$ cat config.mk
export PLATFORM = sky130hd
export DESIGN_NAME = multiword_alu_sequencer
export DESIGN_NICKNAME = d
export VERILOG_FILES = /design/src/rtl/multiword_alu_sequencer_pkg.sv /design/src/rtl/multiword_alu_sequencer.sv
export SDC_FILE = /design/constraint.sdc
export NUM_CORES = 1
export LEC_CHECK = 0
export ABC_AREA = 1
export BUFFER_PORTS_ARGS = -buffer_cell sky130_fd_sc_hd__buf_2
export CAP_MARGIN = 20
export CORE_MARGIN = 4
export CORE_UTILIZATION = 45
export DETAILED_ROUTE_END_ITERATION = 7
export HOLD_SLACK_MARGIN = 0.05
export PLACE_DENSITY = 0.68
export SLEW_MARGIN = 20
export SYNTH_ARGS = -nofsm -noshare
export SYNTH_HDL_FRONTEND = slang
export SYNTH_SLANG_ARGS = --single-unit
$ cat constraint.sdc
create_clock -name iClock -period 3.4 [get_ports iClock]
set_input_delay 0.34 -clock iClock [delete_from_list [all_inputs] [get_ports iClock]]
set_output_delay 0.34 -clock iClock [all_outputs]
set_load 0.05 [all_outputs]
$ cat src/rtl/multiword_alu_sequencer_pkg.sv
// Shared definitions for the multi-word add/subtract sequencer and the
// 16-bit arithmetic unit it drives.
//   WORD_W      : width of one arithmetic-unit word
//   OP_*        : arithmetic-unit opcodes (shared with the arithmetic unit)
//   state_t     : sequencer control states
package multiword_alu_sequencer_pkg;

  localparam int unsigned WORD_W = 16;

  localparam logic [1:0] OP_IDLE = 2'b00;
  localparam logic [1:0] OP_ADD  = 2'b01;
  localparam logic [1:0] OP_ADC  = 2'b10;
  localparam logic [1:0] OP_SUB  = 2'b11;

  typedef enum logic [2:0] {
    S_IDLE,
    S_PRIME,
    S_RUN,
    S_FIN,
    S_DONE
  } state_t;

endpackage

$ cat src/rtl/multiword_alu_sequencer.sv
// Multi-precision add/subtract sequencer. Splits two WORDS x 16-bit operands
// into words and feeds them least-significant first to a 16-bit arithmetic
// unit, chaining carries through the unit's registered carry flag.
// Ports:
//   iClock, iReset            : clock, asynchronous active-low reset
//   iValid/oReady             : request handshake (iSub, iOpA, iOpB sampled at accept)
//   oValid/iReady             : result handshake (oResult, oCarryBorrow, oZero)
//   oPortA/oPortB/oOpcode     : registered drive to the arithmetic unit
//   iAccumulator/iCarryflag   : arithmetic unit result and registered carry flag
module multiword_alu_sequencer
  import multiword_alu_sequencer_pkg::*;
#(
  parameter int unsigned WORDS = 4
) (
  input  logic                      iClock,
  input  logic                      iReset,
  input  logic                      iValid,
  output logic                      oReady,
  input  logic                      iSub,
  input  logic [WORDS*WORD_W-1:0]   iOpA,
  input  logic [WORDS*WORD_W-1:0]   iOpB,
  output logic                      oValid,
  input  logic                      iReady,
  output logic [WORDS*WORD_W-1:0]   oResult,
  output logic                      oCarryBorrow,
  output logic                      oZero,
  output logic [WORD_W-1:0]         oPortA,
  output logic [WORD_W-1:0]         oPortB,
  output logic [1:0]                oOpcode,
  input  logic [WORD_W-1:0]         iAccumulator,
  input  logic                      iCarryflag
);

  localparam int unsigned W  = WORDS * WORD_W;
  localparam int unsigned KW = $clog2(WORDS);

  state_t          state, state_next;
  logic [W-1:0]    op_a, op_b;
  logic            sub_mode;
  logic [KW-1:0]   k, k_next;
  logic            last_word;
  logic [WORD_W-1:0] a_next, b_next;

  assign k_next    = k + KW'(1);
  assign last_word = (k == KW'(WORDS - 1));
  assign oReady    = (state == S_IDLE);
  assign oValid    = (state == S_DONE);

  // Port registers are loaded one edge ahead of the word they carry, so the
  // arithmetic unit sees word k for the whole RUN cycle in which k is current.
  always_comb begin
    a_next = op_a[32'(k_next)*WORD_W +: WORD_W];
    b_next = op_b[32'(k_next)*WORD_W +: WORD_W];
  end

  always_ff @(posedge iClock or negedge iReset) begin
    if (!iReset) state <= S_IDLE;
    else         state <= state_next;
  end

  always_comb begin
    state_next = state;
    case (state)
      S_IDLE:  if (iValid) state_next = iSub ? S_PRIME : S_RUN;
      S_PRIME: state_next = S_RUN;
      S_RUN:   if (last_word) state_next = S_FIN;
      S_FIN:   state_next = S_DONE;
      S_DONE:  if (iReady) state_next = S_IDLE;
      default: state_next = S_IDLE;
    endcase
  end

  always_ff @(posedge iClock or negedge iReset) begin
    if (!iReset) begin
      op_a         <= '0;
      op_b         <= '0;
      sub_mode     <= 1'b0;
      k            <= '0;
      oResult      <= '0;
      oCarryBorrow <= 1'b0;
      oZero        <= 1'b0;
      oPortA       <= '0;
      oPortB       <= '0;
      oOpcode      <= OP_IDLE;
    end else begin
      case (state)
        S_IDLE: begin
          if (iValid) begin
            op_a     <= iOpA;
            op_b     <= iOpB;
            sub_mode <= iSub;
            k        <= '0;
            oOpcode  <= OP_ADD;
            if (iSub) begin
              // FFFF + 0001 leaves the carry flag set: the +1 of two's complement
              oPortA <= '1;
              oPortB <= 16'h0001;
            end else begin
              oPortA <= iOpA[WORD_W-1:0];
              oPortB <= iOpB[WORD_W-1:0];
            end
          end
        end
        S_PRIME: begin
          oPortA  <= op_a[WORD_W-1:0];
          oPortB  <= ~op_b[WORD_W-1:0];
          oOpcode <= OP_ADC;
        end
        S_RUN: begin
          oResult[32'(k)*WORD_W +: WORD_W] <= iAccumulator;
          if (last_word) begin
            oPortA  <= '0;
            oPortB  <= '0;
            oOpcode <= OP_IDLE;
          end else begin
            k       <= k_next;
            oPortA  <= a_next;
            oPortB  <= sub_mode ? ~b_next : b_next;
            oOpcode <= OP_ADC;
          end
        end
        S_FIN: begin
          oCarryBorrow <= sub_mode ? ~iCarryflag : iCarryflag;
          oZero        <= ~|oResult;
        end
        default: ;
      endcase
    end
  end

endmodule
# After elaboration in Yosys (flattened, before gate mapping)
# Cells that the tools add are included.
dict set report totals {
  ff_bits 234
  latch_bits 0
  mem_bits_rw 0
  romBits 0
  input_bits 150
  out_inout_bits 102
  elab_cells 60
  mem_count 0
}
dict set report op_classes {
  addsub 2
  multipliers 0
  div 0
  magnitude_cmp 0
  n_eq_ne 9
  n_shift 4
  muxes 22
  n_bitwise 3
  reduce_logical 9
}
# cell n
set ops {}
lappend ops {{indexed part select 64 x 7 -> 16 bit} 2}
lappend ops {{two-way mux 16 bit} 7}
lappend ops {{one-hot mux 16 bit (3 select lines)} 2}
lappend ops {{bitwise mux 64 bit} 1}
lappend ops {{OR reduction 64 bit} 1}
lappend ops {{variable shift 16 x 34 -> 64 bit, first input constant} 1}
lappend ops {{indexed part select 16 x 34 -> 64 bit} 1}
lappend ops {{negation 6 -> 34 bit} 1}
lappend ops {{NOT 16 bit} 2}
lappend ops {{one-hot mux 3 bit (5 select lines)} 1}
lappend ops {{two-way mux 2 bit} 5}
lappend ops {{two-way mux 3 bit} 3}
lappend ops {{equality test 3 x 2 -> 1 bit, second input constant} 2}
lappend ops {{inequality test 2 bit, second input constant} 3}
lappend ops {{one-hot mux 2 bit (3 select lines)} 1}
lappend ops {{AND reduction 3 bit} 2}
lappend ops {{one-hot mux 2 bit (2 select lines)} 1}
lappend ops {{AND reduction 2 bit} 2}
lappend ops {{equality test 3 x 1 -> 1 bit, second input constant} 1}
lappend ops {{equality test 3 bit, second input constant} 1}
lappend ops {{zero test 3 bit} 1}
lappend ops {{nonzero test 3 bit} 1}
lappend ops {{adder 2 x 1 -> 2 bit, second input constant} 1}
lappend ops {{equality test 2 bit, second input constant} 1}
lappend ops {{5 further kinds} 5}

# Depth between registers and ports, before layout
dict set report logic_depth {
  depth_word 6
  depth_mapped 12
  mapped_depth_nobuf 8
}

# Worst setup path after synthesis
# No wires, ideal clock.
dict set report synth_timing {
  path_type {reg-to-reg}
  start {register k[0]}
  end {register k[1]}
  setup_ns 0.135
  t_arrival_ns 2.105
  required_time_ns 3.265
  setup_slack_ns 1.160
  path_stages_with_launch 10
  path_buffers 5
  period_less_slack_ns 2.240
  cell_sequence {dfrtp_1 -> inv_1 -> buf_2 -> clkbuf_1 -> ha_1 -> buf_2 -> inv_1 -> clkbuf_1 -> clkbuf_1 -> o22ai_1}
}
dict set report synth_between {
  elab_chain_cells 3
  word_cells_on_any_way 6
  classes_between {add/sub (1); eq/ne (2); mux (2); reduce/logical (1)}
}
# item line_no
set synth_lines {}
lappend synth_lines {{start: declaration} multiword_alu_sequencer.sv:40} ;# logic [KW-1:0] k, k_next;
lappend synth_lines {{start signal: assignment} multiword_alu_sequencer.sv:116} ;# k <= k_next;
lappend synth_lines {{adder 2 x 1 -> 2 bit / equality test 2 bit (equally long branches)} {multiword_alu_sequencer.sv:44, multiword_alu_sequencer.sv:45}}
lappend synth_lines {{two-way mux 2 bit / inequality test 2 bit (equally long branches)} n/a}
lappend synth_lines {{one-hot mux 2 bit (2 select lines) / AND reduction 3 bit (equally long branches)} n/a}
# Parallel ways exist; a longest one is shown, timed or not. The select of a mux whose other input is x is not followed.
# A chain may end at the register's enable or synchronous reset.

# Final worst setup path
dict set report layout_timing {
  start {register k[1]}
  end {register oResult[34]}
}
dict set report layout_between {
  elab_chain_cells 3
  word_cells_on_any_way 4
  classes_between {add/sub (1); shift (2); mux (1)}
}
# item line_no
set layout_lines {}
lappend layout_lines {{negation 6 -> 34 bit (*)} multiword_alu_sequencer.sv:110} ;# oResult[32'(k)*WORD_W +: WORD_W] <= iAccumulator;
lappend layout_lines {{indexed part select 16 x 34 -> 64 bit / variable shift 16 x 34 -> 64 bit (equally long branches)} multiword_alu_sequencer.sv:110}
lappend layout_lines {{bitwise mux 64 bit (*)} multiword_alu_sequencer.sv:110}
lappend layout_lines {{end signal: indexed assignment} multiword_alu_sequencer.sv:110}
lappend layout_lines {{end: declaration} multiword_alu_sequencer.sv:24} ;# output logic [WORDS*WORD_W-1:0] oResult,
# Every way passes the cells marked *; elsewhere a longest branch is shown, timed or not.

==> results.md <==
- Register bit total from synthesis: between 200 and 250
- Die Span X: approximately 170 microns
- Core area: ~25000 sq um
- Most frequent cell after synthesis: nor2_1
- Grt ovf: 0
- Switching Share: 48.6%
- Setup violators final: 0
- Gpl congestion: around 0.85
- CTS resizes: 0
- Later-pin clock latency in the skew report: approximately 0.52 ns
- RSZ-0062 raised after global routing: false
- Crit end category: flop
- Startpoint Class: flop
- Hold slack: approximately 0.06 ns
- Largest net degree at the start of global routing: 96
- Cell area after layout: around 15000 sq um
- Final ANT Viol Nets: 0
- Pwr dens: 1200 nW/um^2
- CTS Buffer Depth: 3
- Status: complete, no violations
- Final WL: ~34000 microns
- Syn Area/Cell: slightly below 9 sq um
- Dpl cell area: approximately 13000 sq um
- Maximum fanout along the worst path: 20
- Nets: between 1500 and 2000
- Sequential fraction of design power: 29.7%
- Post-synth ARST share: 100%
- Die H: ~170 microns
- Post-synthesis sequential area ratio: between 50 and 60%
- Initial Util: 46.0%
- Worst-Margin Slew: 1.08 ns
- Required time of the worst setup path: ~3.8 ns
- WL per Instance: around 18 microns
- CTS Buf Count: 26
- Clock power share: between 10% and 20%
- Cells after Synth: between 1000 and 1500
- Max-cap violation count: 0
- H-tree depth: 1
- Io pins: 252
- Layout cells sized above 1: between 20% and 30%
- Minimum clock period: 2.47 ns
- Clock root cell: clkbuf_16
- Overall power: 0.0176 W
- Vias post-DR: between 10000 and 15000
- Synth warn: 0
- Reg clk slew, reported paths: 0.06 ns
- P_int: 0.00906 W
- Post-Syn Nets: approximately 1500
- Fmax: 0.404 GHz
- Top cell type's share of synthesized area: 50.2%
- PortBufs: 251
- Maximum VDD drop: about 0.8 mV
- First-pass GRT wire length: 54400 microns
- Area leader, netlist: dfrtp_1
- Final setup TNS: 0 ns
- Slack of the worst reg-to-reg path: a little over 0.9 ns
- Most used DFF post-synth: dfrtp_1
- Layout Area Growth over Synthesis: 25.9%
- CP arrival: around 2.9 ns
- Initial antenna violation count: 3
- FILL cells: about 2200
- Gate power share: between 50% and 60%
- Clock skew: roughly 0.014 ns
- Die area: approximately 29000 sq um
- CTS sink cnt: around 230
- Netlist Area Pre-Place: roughly 12000 sq um
- DRC viols: 0
- Vias in the first global route: ~10000
- Relative slew slack: between 20% and 30%
- DP HPWL: approximately 23000 microns
- Sw Pwr: 0.00858 W
- Final Hold Vio Count: 0
- Via density: 5.35
- WS Path Type: reg2reg
- Util after Layout: between 50% and 60%
- CTS tree: built
- Row count: slightly below 60
- Initial drt markers: around 1000
- GRT Total Usage: between 20% and 30%
- Largest cells by area after synthesis: dfrtp_1 (50%), mux2_2 (8.2%), nor2_1 (8.0%)
- Hold Crit Class: in2reg
- Final period util: between 70 and 80%
- Number of enable flip-flop cells after synthesis: 0
- Final Max Tran Viols: 0
- Initial DRT Pass Iterations: 6
- Post-synth top cells: nor2_1 (247), nand2_1 (242), dfrtp_1 (234), nand3_1 (121), mux2_2 (85)
- Pleak: approximately 7.4 nW
- Yosys cell types: 31
-- flip-flops by register name, summed over array words and instances, names as in the netlist --
name and flops:
k 2, oCarryBorrow 1, oOpcode 2, oPortA 16
oPortB 16, oResult 64, oZero 1, op_a 64
op_b 64, state 3, sub_mode 1
-- path summary, 6_finish.rpt --
kind,to,from,cells after the start
max,oResult[34],k[1],6
min,op_b[58],iOpB[58],2
min in group asynchronous,oResult[21],iReset,2
max reg2reg,oResult[34],k[1],6
max in group asynchronous,oResult[6],iReset,3
min reg2reg,oOpcode[0],oOpcode[0],2
-- power by group through the flow --
| stage | clock, W | sequential (W) | combinational [W] |
|---|---|---|---|
| 2_1_floorplan | 0 | 0.00689 | 0.00539 |
| 3_3_place_gp | 0 | 0.00521 | 0.00930 |
| 3_5_place_dp | 0 | 0.00524 | 0.00949 |
| 4_1_cts | 0.00288 | 0.00521 | 0.00958 |
| 5_1_grt | 0.00302 | 0.00539 | 0.0105 |
| 6_report | 0.00283 | 0.00523 | 0.00957 |
-- critical path, cell delays in order, from the launching register on --
cell	delay, ns
dfrtp_1	0.39
inv_1	0.12
ha_2	0.63
inv_2	0.06
nor2_1	0.82
nand3_1	0.23
o21ai_0	0.14
-- what timing repair did --
| item | in CTS | in global routing |
|---|---|---|
| endpoints found under the hold margin | 113 | 3 |
| hold buffers | 65 | 3 |
| buffers inserted | 0 | 0 |
-- stage by stage --
stage          setup WS (ns)  std cells
3_5_place_dp           0.961       1822
5_1_grt                0.674       1941
4_1_cts                0.897       1935
6_report               0.926       1941
2_1_floorplan           1.16       1307
3_3_place_gp           0.928       1822
-- logic make-up (layout without fill, tap and decap cells) --
kind of cell    after synthesis  count (layout)  share of synthesized area, %
simple gates                668             668                          24.5
flops                       234             234                          50.2
compound gates              140             140                          6.10
buf+inv                     133             434                          5.12
mux                         125             125                          13.4
fa+ha+maj                     6               6                         0.644
xor+xnor                      1               1                        0.0751
other cells                   0               3                             0
-- cell type report --
class                           count  area (sq um)  area share (%)
Clock buffer                       41           778            5.30
Sequential cell                   234          5860            39.9
Multi-Input combinational cell    940          5220            35.6
Timing Repair Buffer              340          2140            14.6
Tap cell                          330           413            2.81
Clock inverter                      7          85.1           0.580
Inverter                           46           173            1.18
Antenna cell                        3          7.51          0.0511
-- placed cells by master (no fill, tap or decap), types with 40 or more instances in the layout --
master           n
buf_2          250
nor2_1         246
nand2_1        242
dfrtp_1        233
nand3_1        121
mux2_2          85
o21ai_0         80
dlygate4sd3_1   68
a21oi_1         54
inv_1           41
mux2_4          40
-- layer usage --
metal	track usage, %	routed length [microns]	vias to the layer above
met4	7.23	888	0
met1	33.0	14600	4987
li1	-	-	4888
met2	36.8	15800	451
met3	4.95	2960	52
met5	0	0	-
(Power assumes the default switching activity.)
